<file path="src/rtl/tt_digit_counter.sv">
// Two-digit up/down counter with tick prescaler.
// Feeds ones/tens digits to the dual 7-segment decoder.
module tt_digit_counter #(
  parameter int CLK_DIV = 10_000_000,
  parameter int RADIX   = 10
) (
  input  logic       clk,
  input  logic       rst_n,
  input  logic       run,
  input  logic       up_down,
  input  logic       clr,
  input  logic       load,
  input  logic [7:0] load_val,
  output logic [3:0] number1,
  output logic [3:0] number2,
  output logic       tick_o,
  output logic       wrap_o
);

  localparam int PW = $clog2(CLK_DIV);
  localparam logic [PW-1:0] PMAX = PW'(CLK_DIV - 1);
  localparam logic [PW-1:0] PONE = PW'(1);
  localparam logic [3:0] DMAX = 4'(RADIX - 1);

  if (CLK_DIV < 2) begin : g_bad_div
    $error("tt_digit_counter: CLK_DIV must be >= 2");
  end

  if (RADIX != 10 && RADIX != 16) begin : g_bad_radix
    $error("tt_digit_counter: RADIX must be 10 or 16");
  end

  logic [PW-1:0] pre;
  logic          step;
  logic [3:0]    ones_s;
  logic [3:0]    tens_s;
  logic          wrap_s;
  logic [3:0]    ld_ones;
  logic [3:0]    ld_tens;

  // Loaded nibbles outside the radix saturate at the top digit.
  function automatic logic [3:0] clamp(input logic [3:0] d);
    return (d > DMAX) ? DMAX : d;
  endfunction

  assign ld_ones = clamp(load_val[3:0]);
  assign ld_tens = clamp(load_val[7:4]);

  // Step fires on the prescaler rollover edge.
  assign step = run && (pre == PMAX);

  // Next digit pair for a step, with carry/borrow into tens.
  always_comb begin
    ones_s = number1;
    tens_s = number2;
    wrap_s = 1'b0;
    if (up_down) begin
      if (number1 < DMAX) begin
        ones_s = number1 + 4'd1;
      end else begin
        ones_s = 4'd0;
        if (number2 < DMAX) begin
          tens_s = number2 + 4'd1;
        end else begin
          tens_s = 4'd0;
          wrap_s = 1'b1;
        end
      end
    end else begin
      if (number1 > 4'd0) begin
        ones_s = number1 - 4'd1;
      end else begin
        ones_s = DMAX;
        if (number2 > 4'd0) begin
          tens_s = number2 - 4'd1;
        end else begin
          tens_s = DMAX;
          wrap_s = 1'b1;
        end
      end
    end
  end

  // State: reset > clr > load > step > hold.
  always_ff @(posedge clk) begin
    if (!rst_n) begin
      pre     <= '0;
      number1 <= 4'd0;
      number2 <= 4'd0;
      tick_o  <= 1'b0;
      wrap_o  <= 1'b0;
    end else if (clr) begin
      pre     <= '0;
      number1 <= 4'd0;
      number2 <= 4'd0;
      tick_o  <= 1'b0;
      wrap_o  <= 1'b0;
    end else if (load) begin
      pre     <= '0;
      number1 <= ld_ones;
      number2 <= ld_tens;
      tick_o  <= 1'b0;
      wrap_o  <= 1'b0;
    end else if (step) begin
      pre     <= '0;
      number1 <= ones_s;
      number2 <= tens_s;
      tick_o  <= 1'b1;
      wrap_o  <= wrap_s;
    end else if (run) begin
      pre     <= pre + PONE;
      tick_o  <= 1'b0;
      wrap_o  <= 1'b0;
    end else begin
      tick_o  <= 1'b0;
      wrap_o  <= 1'b0;
    end
  end

endmodule

</file>
<file path="config.mk">
export PLATFORM = sky130hd
export DESIGN_NAME = tt_digit_counter
export DESIGN_NICKNAME = d
export VERILOG_FILES = /design/src/rtl/tt_digit_counter.sv
export SDC_FILE = /design/constraint.sdc
export NUM_CORES = 1
export LEC_CHECK = 0
export ABC_CLOCK_PERIOD_IN_PS = 1600
export CAP_MARGIN = 10
export CORE_MARGIN = 4
export CORE_UTILIZATION = 52
export CTS_BUF_LIST = sky130_fd_sc_hd__clkbuf_4
export CTS_CLUSTER_SIZE = 28
export DETAILED_ROUTE_END_ITERATION = 10
export GPL_ROUTABILITY_DRIVEN = 1
export PLACE_DENSITY = 0.78
export SLEW_MARGIN = 10
export SYNTH_ARGS = -nofsm -noshare
export SYNTH_HDL_FRONTEND = slang
export SYNTH_SLANG_ARGS = --single-unit
</file>
<file path="constraint.sdc">
create_clock -name clk -period 1.6 [get_ports clk]
set_input_delay 0.16 -clock clk [delete_from_list [all_inputs] [get_ports clk]]
set_output_delay 0.16 -clock clk [all_outputs]
set_load 0.02 [all_outputs]
</file>
==> key figures, run 1 <==
Clock tree
  – CTS buffer count: 5
  – Worst-path clk slew: 110 ps
  – CTS max path bufs: 2
  – Clk root buf: clkbuf_4
  – Sinks on Clock Net: 34
  – Cts hold-fix bufs: 0
  – CTS tree: yes
  – Worst-Skew Late Latency: around 350 ps
  – H-tree depth: 2

STA
  – Setup TNS: -453.9 ps
  – Fmax: about 600 MHz
  – Finish-stage setup viols: 12
  – Period utilization: 104.8%
  – RSZ-0062 raised after global routing: true
  – Hold Vio Cnt, Final: 0
  – Worst Tran Pin Value: approximately 340 ps
  – PnR worst setup slack: -77.05 ps
  – Pins Over Slew Limit: 0
  – Slew Limit Headroom: around 76%
  – Final min period: ~1700 ps
  – Skew final: 11.30 ps

Setup path
  – Crit path kind: reg -> reg
  – Slowest cell on crit path: or3_4
  – Required time worst endpoint: about 1800 ps
  – Crit-path max cell delay: around 490 ps
  – Worst-path fanout max: 8
  – Kind of end point of the critical path: flop
  – Worst-path cell chain: nor4_2 > nand3_1 > or3_4 > o2111ai_1 > o31ai_1
  – CP arrival: around 1900 ps
  – CP top delay family: simple AND/OR/NAND/NOR gates
  – Startpoint type of the worst setup path: flop
  – CP Buf/Inv Count: 0

Global route
  – Global-route wire length before repair: 8845 um
  – Total GRT Usage: about 22%
  – Initial antenna violation count: 0
  – Largest net degree at the start of global routing: 15
  – Vias in the first global route: approximately 2k
  – Aggregate global routing overflow: 0

Route
  – Drt pass-1 iters: 4
  – Routed len/inst: 14.93 um
  – DRT antenna net count: 0
  – Average vias per placed instance: about 5.6
  – Vias: 2040
  – DRC viols: 0
  – Iter 0 DRT Violations: approximately 130
  – Post-Route WL: 5419 um

Placed design
  – Final HPWL DP: approximately 3700 um
  – GPL Wtd Cong: slightly below 0.9
  – I/O Buffers: 23
  – Post-placement cell area: roughly 2600 um^2
  – Pre-CTS WS: -338.7 ps
  – Placed Cells: ~350

Layout
  – Design Area, Final: 2885 um^2
  – # fillers: 266
  – Area grow syn2layout: 43.41%
  – Antenna Cells: 0
  – Utilization after layout: 78.22%
  – Final Instance Count excl. Fillers: approximately 360
  – Number of nets in the layout: about 340
  – Share of layout cells above drive strength 1: between 30% and 40%

Logic synthesis
  – Ranking of synthesized cells by area: dfxtp_1 (34%), xor2_1 (8.3%), nor2_1 (7.6%), ha_1 (4.4%), nand3_1 (3.7%)
  – Synth top area share: ~34%
  – Cell variety after synth: 51
  – Mapped Cells: roughly 240
  – Net Count, Synth: 263
  – Commonest cells in the netlist: nor2_1 (41), dfxtp_1 (34), xor2_1 (19)
  – Post-synth EDFFs: 0
  – Post-synthesis register bit count: 34
  – Seq/Total Area, Yosys: between 30% and 40%
  – Largest area contributor in the netlist: dfxtp_1
  – Synth warn: 0
  – Top FF cell, synth: dfxtp_1
  – Syn Std Cell Area: 2012 um^2
  – Async set or reset register ratio after synthesis: 0%
  – Cell with the most instances after synthesis: nor2_1
  – Mapped Avg Cell Area: between 8 and 9 um^2

Hold path
  – Hold Crit Class: in -> reg

Run
  – Max-cap viol count: 0

Pwr
  – Peak supply drop: around 0.85 mV
  – P_leak: approximately 1.2 nW
  – Power density over the cells: roughly 660 nW/um^2

Floorplan
  – Row count: 22
  – Chip Height: approximately 70 um
  – Initial Utilization: a little over half
  – Area of the core: 3689 um^2
  – Die ar.: around 4900 um^2
  – Die extent in x: 70.20 um
  – # IOs: 24

Run status
  – Failing checks: negative setup slack
  – Status: finished, violations left
## layout make-up
cell class              instances  area [um^2]  area share, %
multi-input cells             187         1361          47.18
flip-flops and latches         34        698.2          24.20
repair buffers                 74        619.3          21.47
clock inverters                 3        63.81          2.212
well taps                      48        60.06          2.082
inverters                      12        45.04          1.561
clock buffers                   5        37.54          1.301
## path summary, 6_finish.rpt
path                from         end  slack [ps]  cells after the start
max               pre[8]  number2[1]         -80                      5
min          load_val[1]  number1[1]         400                      3
max reg2reg       pre[8]  number2[1]         -80                      5
min reg2reg      pre[20]     pre[20]         550                      2
## sequential cells by signal, summed over array words and instances, names as in the netlist
signal / count
pre: 24
number1: 4
number2: 4
tick_o: 1
wrap_o: 1
## layout by cell type, fill, tap and decap left out, types with 3 or more instances in the layout
master and count:
buf_4 47, dlygate4sd2_1 6, dfxtp_1 22, nand2b_1 4
xnor2_1 4, and3_1 6, xor2_1 19, nand3_1 15
a21oi_1 6, clkdlybuf4s50_1 15, ha_1 5, a31oi_1 3
nor3_1 3, nor2_1 38, inv_1 11, mux2i_1 3
nand2_1 11, o211ai_1 3, buf_6 3, nand4_1 10
clkbuf_4 5, o21bai_1 3, dfxtp_2 11
## layer usage
layer  wire, um  vias to the layer above  track usage (%)
li1           -                     1005                -
met1       2241                      945            24.01
met2       2730                       78            40.92
met3        334                       12            4.892
met4        113                        0            7.447
met5          0                        -                0
## metrics by stage
| step | hold slack, ps | power [mW] |
|---|---|---|
| final | 399.3 | 1.894 |
| after global routing | 391.4 | 1.962 |
| after CTS | 390.8 | 1.880 |
| after detailed placement | 539.2 | 1.102 |
| after global placement | 483.9 | 1.097 |
| after floorplan | 268.5 | 1.002 |
## worst register-to-register path, cell delays in order, from the launching register on
cell       delay [ps]
dfxtp_2           340
nor4_2            270
nand3_1           150
or3_4             490
o2111ai_1         210
o31ai_1           100
## cells by family after synthesis
kind of cell / after synthesis / share of synthesized area (%)
AND/OR/NAND/NOR: 114 / 30.22
AO/OA/AOI/OAI: 36 / 12.94
flip-flops: 34 / 33.83
XOR/XNOR: 23 / 10.01
buffers and inverters: 23 / 5.472
adder cells (fa/ha/maj): 7 / 4.353
multiplexers: 5 / 3.172
## report_power, final
part,switching (mW),total [mW],internal [mW]
clock network,0.311,0.792,0.481
logic,0.122,0.238,0.116
registers,0.0114,0.865,0.853
total,0.444,1.89,1.45
## repair_timing
action                     in CTS  in global routing
setup endpoints to repair      38                 34
gates cloned                    1                  2
setup buffers                   0                  4
resized for setup              15                 22
pin swaps                       4                  9
(Power assumes the default switching activity.)
==> inputs of run 2 (changes only) <==
--- a/config.mk
+++ b/config.mk
@@ -13,6 +13,7 @@
 export CTS_CLUSTER_SIZE = 28
 export DETAILED_ROUTE_END_ITERATION = 10
 export GPL_ROUTABILITY_DRIVEN = 1
+export MAX_ROUTING_LAYER = met4
 export PLACE_DENSITY = 0.78
 export SLEW_MARGIN = 10
 export SYNTH_ARGS = -nofsm -noshare
==> key figures, run 2 (synthesis results as in run 1) <==
Route
  – Iter 0 DRT Violations: 137 (+8.7%)
  – Average vias per placed instance: 5.609 (-0.20%)
  – DRC viols: 0 (unchanged)
  – DRT antenna net count: 0 (unchanged)
  – Vias: 2036 (-0.20%)
  – Routed len/inst: 14.94 um (+0.11%)
  – Drt pass-1 iters: 4 (unchanged)
  – Post-Route WL: 5425 um (+0.11%)

Clock tree
  – Clk root buf: clkbuf_4
  – CTS buffer count: 5 (unchanged)
  – Sinks on Clock Net: 34 (unchanged)
  – CTS tree: yes
  – H-tree depth: 2 (unchanged)
  – CTS max path bufs: 2 (unchanged)
  – Worst-path clk slew: 110 ps (about the same)
  – Cts hold-fix bufs: 0 (unchanged)
  – Worst-Skew Late Latency: 350 ps (about the same)

Setup path
  – Kind of end point of the critical path: flop
  – Slowest cell on crit path: or3_4
  – FF-to-FF setup slack: -80 ps (about the same)
  – R2R Path Start: pre[8]
  – Crit. path cell count: 5 (unchanged)
  – Worst-path cell chain: nor4_2 > nand3_1 > or3_4 > o2111ai_1 > o31ai_1
  – CP Buf/Inv Count: 0 (unchanged)
  – CP top delay family: simple AND/OR/NAND/NOR gates
  – Cells on worst reg2reg path: 5 (unchanged)
  – Startpoint type of the worst setup path: flop
  – Crit-path max cell delay: 490 ps (about the same)
  – CP arrival: 1910 ps (about the same)
  – FF-to-FF End: number2[1]
  – Required time worst endpoint: 1830 ps (about the same)
  – Crit path kind: reg -> reg
  – Worst-path fanout max: 8 (unchanged)

Global route
  – Initial antenna violation count: 0 (unchanged)
  – Vias in the first global route: 2038 (+0.15%)
  – Global-route wire length before repair: 8845 um (unchanged)
  – Largest net degree at the start of global routing: 15 (unchanged)
  – Total GRT Usage: 22.49% (+0.61 points)
  – Aggregate global routing overflow: 0 (unchanged)

Hold path
  – Min-delay src: load_val[1]
  – Min-Delay Endpoint: number1[1]
  – Hold Crit Class: in -> reg
  – Hold Path Depth: 3 (unchanged)

STA
  – Pins Over Slew Limit: 0 (unchanged)
  – PnR worst setup slack: -77.07 ps (-0.02730 ps)
  – Hold Vio Cnt, Final: 0 (unchanged)
  – Skew final: 10.57 ps (-0.7312 ps)
  – Fmax: 596.3 MHz (about the same)
  – Worst Tran Pin Value: 344.6 ps (-0.001192 ps)
  – Period utilization: 104.8% (about the same)
  – RSZ-0062 raised after global routing: true
  – Slew Limit Headroom: 76.43% (unchanged)
  – Final min period: 1677 ps (+0.02730 ps)
  – Finish-stage setup viols: 12 (unchanged)

Floorplan
  – Area of the core: 3689 um^2 (unchanged)
  – Die ar.: 4928 um^2 (unchanged)
  – Row count: 22 (unchanged)
  – # IOs: 24 (unchanged)
  – Chip Height: 70.20 um (unchanged)
  – Initial Utilization: 54.55% (unchanged)
  – Die extent in x: 70.20 um (unchanged)

Layout
  – Number of nets in the layout: 335 (unchanged)
  – Max FFs per register: 24 (unchanged)
  – Leading cell type in the layout, fill and taps excluded: buf_4
  – Reg with most FFs: pre
  – Registers with the most flip-flops: pre (24), number1 (4), number2 (4)
  – Share of layout cells above drive strength 1: 30.48% (unchanged)
  – Antenna Cells: 0 (unchanged)
  – Area grow syn2layout: 43.41% (unchanged)
  – Highest-count cells in the layout ignoring fill and taps: buf_4 (47), nor2_1 (38), dfxtp_1 (22), xor2_1 (19)
  – # fillers: 266 (unchanged)
  – Design Area, Final: 2885 um^2 (unchanged)

Pwr
  – Power density over the cells: 654.6 nW/um^2 (-0.30%)
  – Peak supply drop: 0.8481 mV (about the same)
  – P_leak: 1.218 nW (unchanged)
  – Final Power: 1.889 mW (-0.30%)

Placed design
  – Final HPWL DP: 3737 um (unchanged)
  – Post-placement cell area: 2620 um^2 (unchanged)
  – I/O Buffers: 23 (unchanged)
  – GPL Wtd Cong: 0.9028 (+1.7%)

Run status
  – Status: finished, violations left
  – Failing checks: negative setup slack

Run
  – Max-cap viol count: 0 (unchanged)
-- run 2: worst max path at each step --
stage	startpoint	endpoint	slack (ps)
after floorplan	pre[21]	number2[2]	-10
after global placement	run	pre[15]	-290
after detailed placement	run	number1[0]	-340
after CTS	pre[8]	number1[0]	-80
after global routing	pre[8]	number1[1]	-170
final	pre[8]	number2[1]	-80
-- run 2: routing by layer --
layer / GRT usage [%] / routed length (um)
met3: 4.892 / 299
met2: 40.92 / 2731
met5: - / 0
met1: 24.01 / 2278
met4: 7.447 / 115
-- run 2: report_power, final --
part	switching [mW]	internal, mW	leakage [nW]
registers	0.0113	0.853	0.281
clock network	0.305	0.481	0.0528
logic	0.122	0.116	0.884
-- run 2: final cells by class --
class | count | area (um^2) | share of cell area, %
Multi-Input combinational cell | 187 | 1361 | 47.18
Tap cell | 48 | 60.06 | 2.082
Timing Repair Buffer | 74 | 619.3 | 21.47
Inverter | 12 | 45.04 | 1.561
Clock inverter | 3 | 63.81 | 2.212
Clock buffer | 5 | 37.54 | 1.301
Sequential cell | 34 | 698.2 | 24.20
-- run 2: through the flow --
stage	setup TNS, ps	hold WS [ps]	setup slack [ps]	utilization, %	cells
after floorplan	-25.38	268.5	-14.03	-	242
after global placement	-8710	483.9	-291.3	71.03	348
after global routing	-2140	391.4	-165.5	78.22	363
after detailed placement	-9616	539.2	-338.7	71.03	348
after CTS	-330.4	390.8	-75.49	74.97	357
final	-468.1	398.7	-77.07	78.22	363
-- run 2: worst register-to-register path: stages (launching register included) --
cell and delay (ps):
dfxtp_2 340, nor4_2 270, nand3_1 150, or3_4 490
o2111ai_1 210, o31ai_1 100
-- run 2: timing repair --
| action | CTS | global route |
|---|---|---|
| gates resized for setup | 15 | 22 |
| endpoints found under the setup margin | 38 | 34 |
| setup buffers | 0 | 4 |
| cloned | 1 | 2 |
| pin swaps | 4 | 9 |
==> inputs of run 3 (changes only) <==
--- a/config.mk
+++ b/config.mk
@@ -13,6 +13,7 @@
 export CTS_CLUSTER_SIZE = 28
 export DETAILED_ROUTE_END_ITERATION = 10
 export GPL_ROUTABILITY_DRIVEN = 1
+export GPL_TIMING_DRIVEN = 0
 export MAX_ROUTING_LAYER = met4
 export PLACE_DENSITY = 0.78
 export SLEW_MARGIN = 10
==> key figures, run 3 (synthesis results as in run 1) <==
Run status
  – Status: finished, violations left
  – Failing checks: negative setup slack

Floorplan
  – Initial Utilization: 54.55% (unchanged)
  – # IOs: 24 (unchanged)
  – Die ar.: 4928 um^2 (unchanged)
  – Chip Height: 70.20 um (unchanged)
  – Die extent in x: 70.20 um (unchanged)
  – Area of the core: 3689 um^2 (unchanged)
  – Row count: 22 (unchanged)

STA
  – Period utilization: 107.4% (+2.5 points)
  – PnR worst setup slack: -117.9 ps (-40.78 ps)
  – Pins Over Slew Limit: 0 (unchanged)
  – RSZ-0062 raised after global routing: true
  – Worst Tran Pin Value: 703.5 ps (+358.9 ps)
  – Finish-stage setup viols: 30 (+18)
  – Fmax: 582.1 MHz (-2.4%)
  – Final min period: 1718 ps (+40.78 ps)
  – Skew final: 6.052 ps (-4.516 ps)
  – Slew Limit Headroom: 52.92% (-24 points)
  – Hold Vio Cnt, Final: 0 (unchanged)

Global route
  – Aggregate global routing overflow: 0 (unchanged)
  – Largest net degree at the start of global routing: 12 (-3)
  – Global-route wire length before repair: 7617 um (-14%)
  – Vias in the first global route: 1726 (-15%)
  – Initial antenna violation count: 0 (unchanged)
  – Total GRT Usage: 19.35% (-3.1 points)

Clock tree
  – Sinks on Clock Net: 34 (unchanged)
  – CTS tree: yes
  – H-tree depth: 2 (unchanged)
  – CTS max path bufs: 2 (unchanged)
  – Worst-path clk slew: 110 ps (about the same)
  – Worst-Skew Late Latency: 340 ps (about the same)
  – Clk root buf: clkbuf_4
  – CTS buffer count: 5 (unchanged)
  – Cts hold-fix bufs: 0 (unchanged)

Route
  – DRC viols: 0 (unchanged)
  – Average vias per placed instance: 5.596 (-0.22%)
  – Vias: 1858 (-8.7%)
  – Routed len/inst: 13.77 um (-7.9%)
  – DRT antenna net count: 0 (unchanged)
  – Post-Route WL: 4570 um (-16%)
  – Drt pass-1 iters: 4 (unchanged)
  – Iter 0 DRT Violations: 147 (+7.3%)

Layout
  – Design Area, Final: 2629 um^2 (-8.9%)
  – Highest-count cells in the layout ignoring fill and taps: nor2_1 (40), xor2_1 (19), dfxtp_1 (19), clkdlybuf4s50_1 (17), nand3_1 (15)
  – Reg with most FFs: pre
  – Max FFs per register: 24 (unchanged)
  – Number of nets in the layout: 304 (-9.3%)
  – Final Instance Count excl. Fillers: 332 (-8.5%)
  – # fillers: 311 (+17%)
  – Leading cell type in the layout, fill and taps excluded: nor2_1
  – Share of layout cells above drive strength 1: 22.89% (-7.6 points)
  – Antenna Cells: 0 (unchanged)
  – Registers with the most flip-flops: pre (24), number1 (4), number2 (4)
  – Area grow syn2layout: 30.66%

Setup path
  – Startpoint type of the worst setup path: flop
  – FF-to-FF setup slack: -120 ps (-40 ps)
  – Cells on worst reg2reg path: 7 (+2)
  – Required time worst endpoint: 1850 ps (+20 ps)
  – R2R Path Start: pre[21]
  – FF-to-FF End: number2[2]
  – CP arrival: 1970 ps (+60 ps)
  – Crit path launch: pre[21]
  – Crit path kind: reg -> reg
  – Worst Setup EP: number2[2]
  – Worst-path fanout max: 4 (-4)
  – Kind of end point of the critical path: flop

Pwr
  – Peak supply drop: 0.5873 mV (-31%)
  – Power density over the cells: 649.1 nW/um^2 (-0.84%)
  – P_leak: 1.019 nW (-16%)

Placed design
  – I/O Buffers: 22 (-4.3%)
  – GPL Wtd Cong: 0.7931 (-12%)
  – Post-placement cell area: 2330 um^2 (-11%)
  – Final HPWL DP: 3033 um (-19%)
  – Placed Cells: 312 (-10%)

Run
  – Max-cap viol count: 0 (unchanged)

Hold path
  – Hold Path Depth: 3 (unchanged)
  – Hold Crit Class: in -> reg
run 3: what timing repair did:
action,4_1_cts,5_1_grt
endpoints found under the setup margin,32,33
cloned,1,1
setup buffers,8,3
resized for setup,25,17
pin swaps,19,4
run 3: worst max-delay path, stage by stage, from the launching register on:
cell,delay [ps]
dfxtp_2,340
nor4_2,260
nand3_1,120
buf_4,160
nor3_4,280
buf_6,160
a211oi_2,60
nor4_1,260
run 3: layout make-up:
cell class                 count  area [um^2]  area share (%)
multi-input combinational    185         1326           50.45
buffer                        10        67.56           2.570
inverter                      12        45.04           1.713
sequential                    34        711.9           27.08
clock inverter                 3        40.04           1.523
tap                           48        60.06           2.285
clock buffer                   5        37.54           1.428
timing repair buffer          35        340.3           12.95
run 3: worst min-delay path by stage:
stage                      startpoint          to  slack (ps)
final                            load  number1[3]         330
after global routing             load  number1[3]         360
after CTS                        load  number1[3]         310
after detailed placement       pre[4]      pre[4]         500
after global placement        pre[23]     pre[23]         490
after floorplan           load_val[1]  number1[1]         270
run 3: metal layers:
layer,share of wire (%),GRT usage [%]
met3,4.9,5.468
met1,45,22.17
met4,1.9,7.872
met5,0,-
met2,48,31.79
run 3: power by group:
part / switching [mW] / internal, mW / total [mW] / leakage, nW
logic: 0.115 / 0.110 / 0.224 / 0.690
clock network: 0.298 / 0.323 / 0.621 / 0.0450
registers: 0.0133 / 0.848 / 0.861 / 0.283
run 3: through the flow:
| step | util [%] | setup TNS, ps | total power, mW | hold slack (ps) | setup WS (ps) |
|---|---|---|---|---|---|
| after floorplan | - | -25.38 | 1.002 | 268.5 | -14.03 |
| after global placement | 63.16 | -14220 | 1.075 | 485.8 | -502.4 |
| after detailed placement | 63.16 | -14430 | 1.076 | 498.1 | -500.1 |
| after CTS | 68.72 | -1080 | 1.707 | 309.5 | -104.6 |
| after global routing | 71.27 | -3470 | 1.787 | 364.0 | -187.4 |
| final | 71.27 | -1418 | 1.706 | 330.9 | -117.9 |
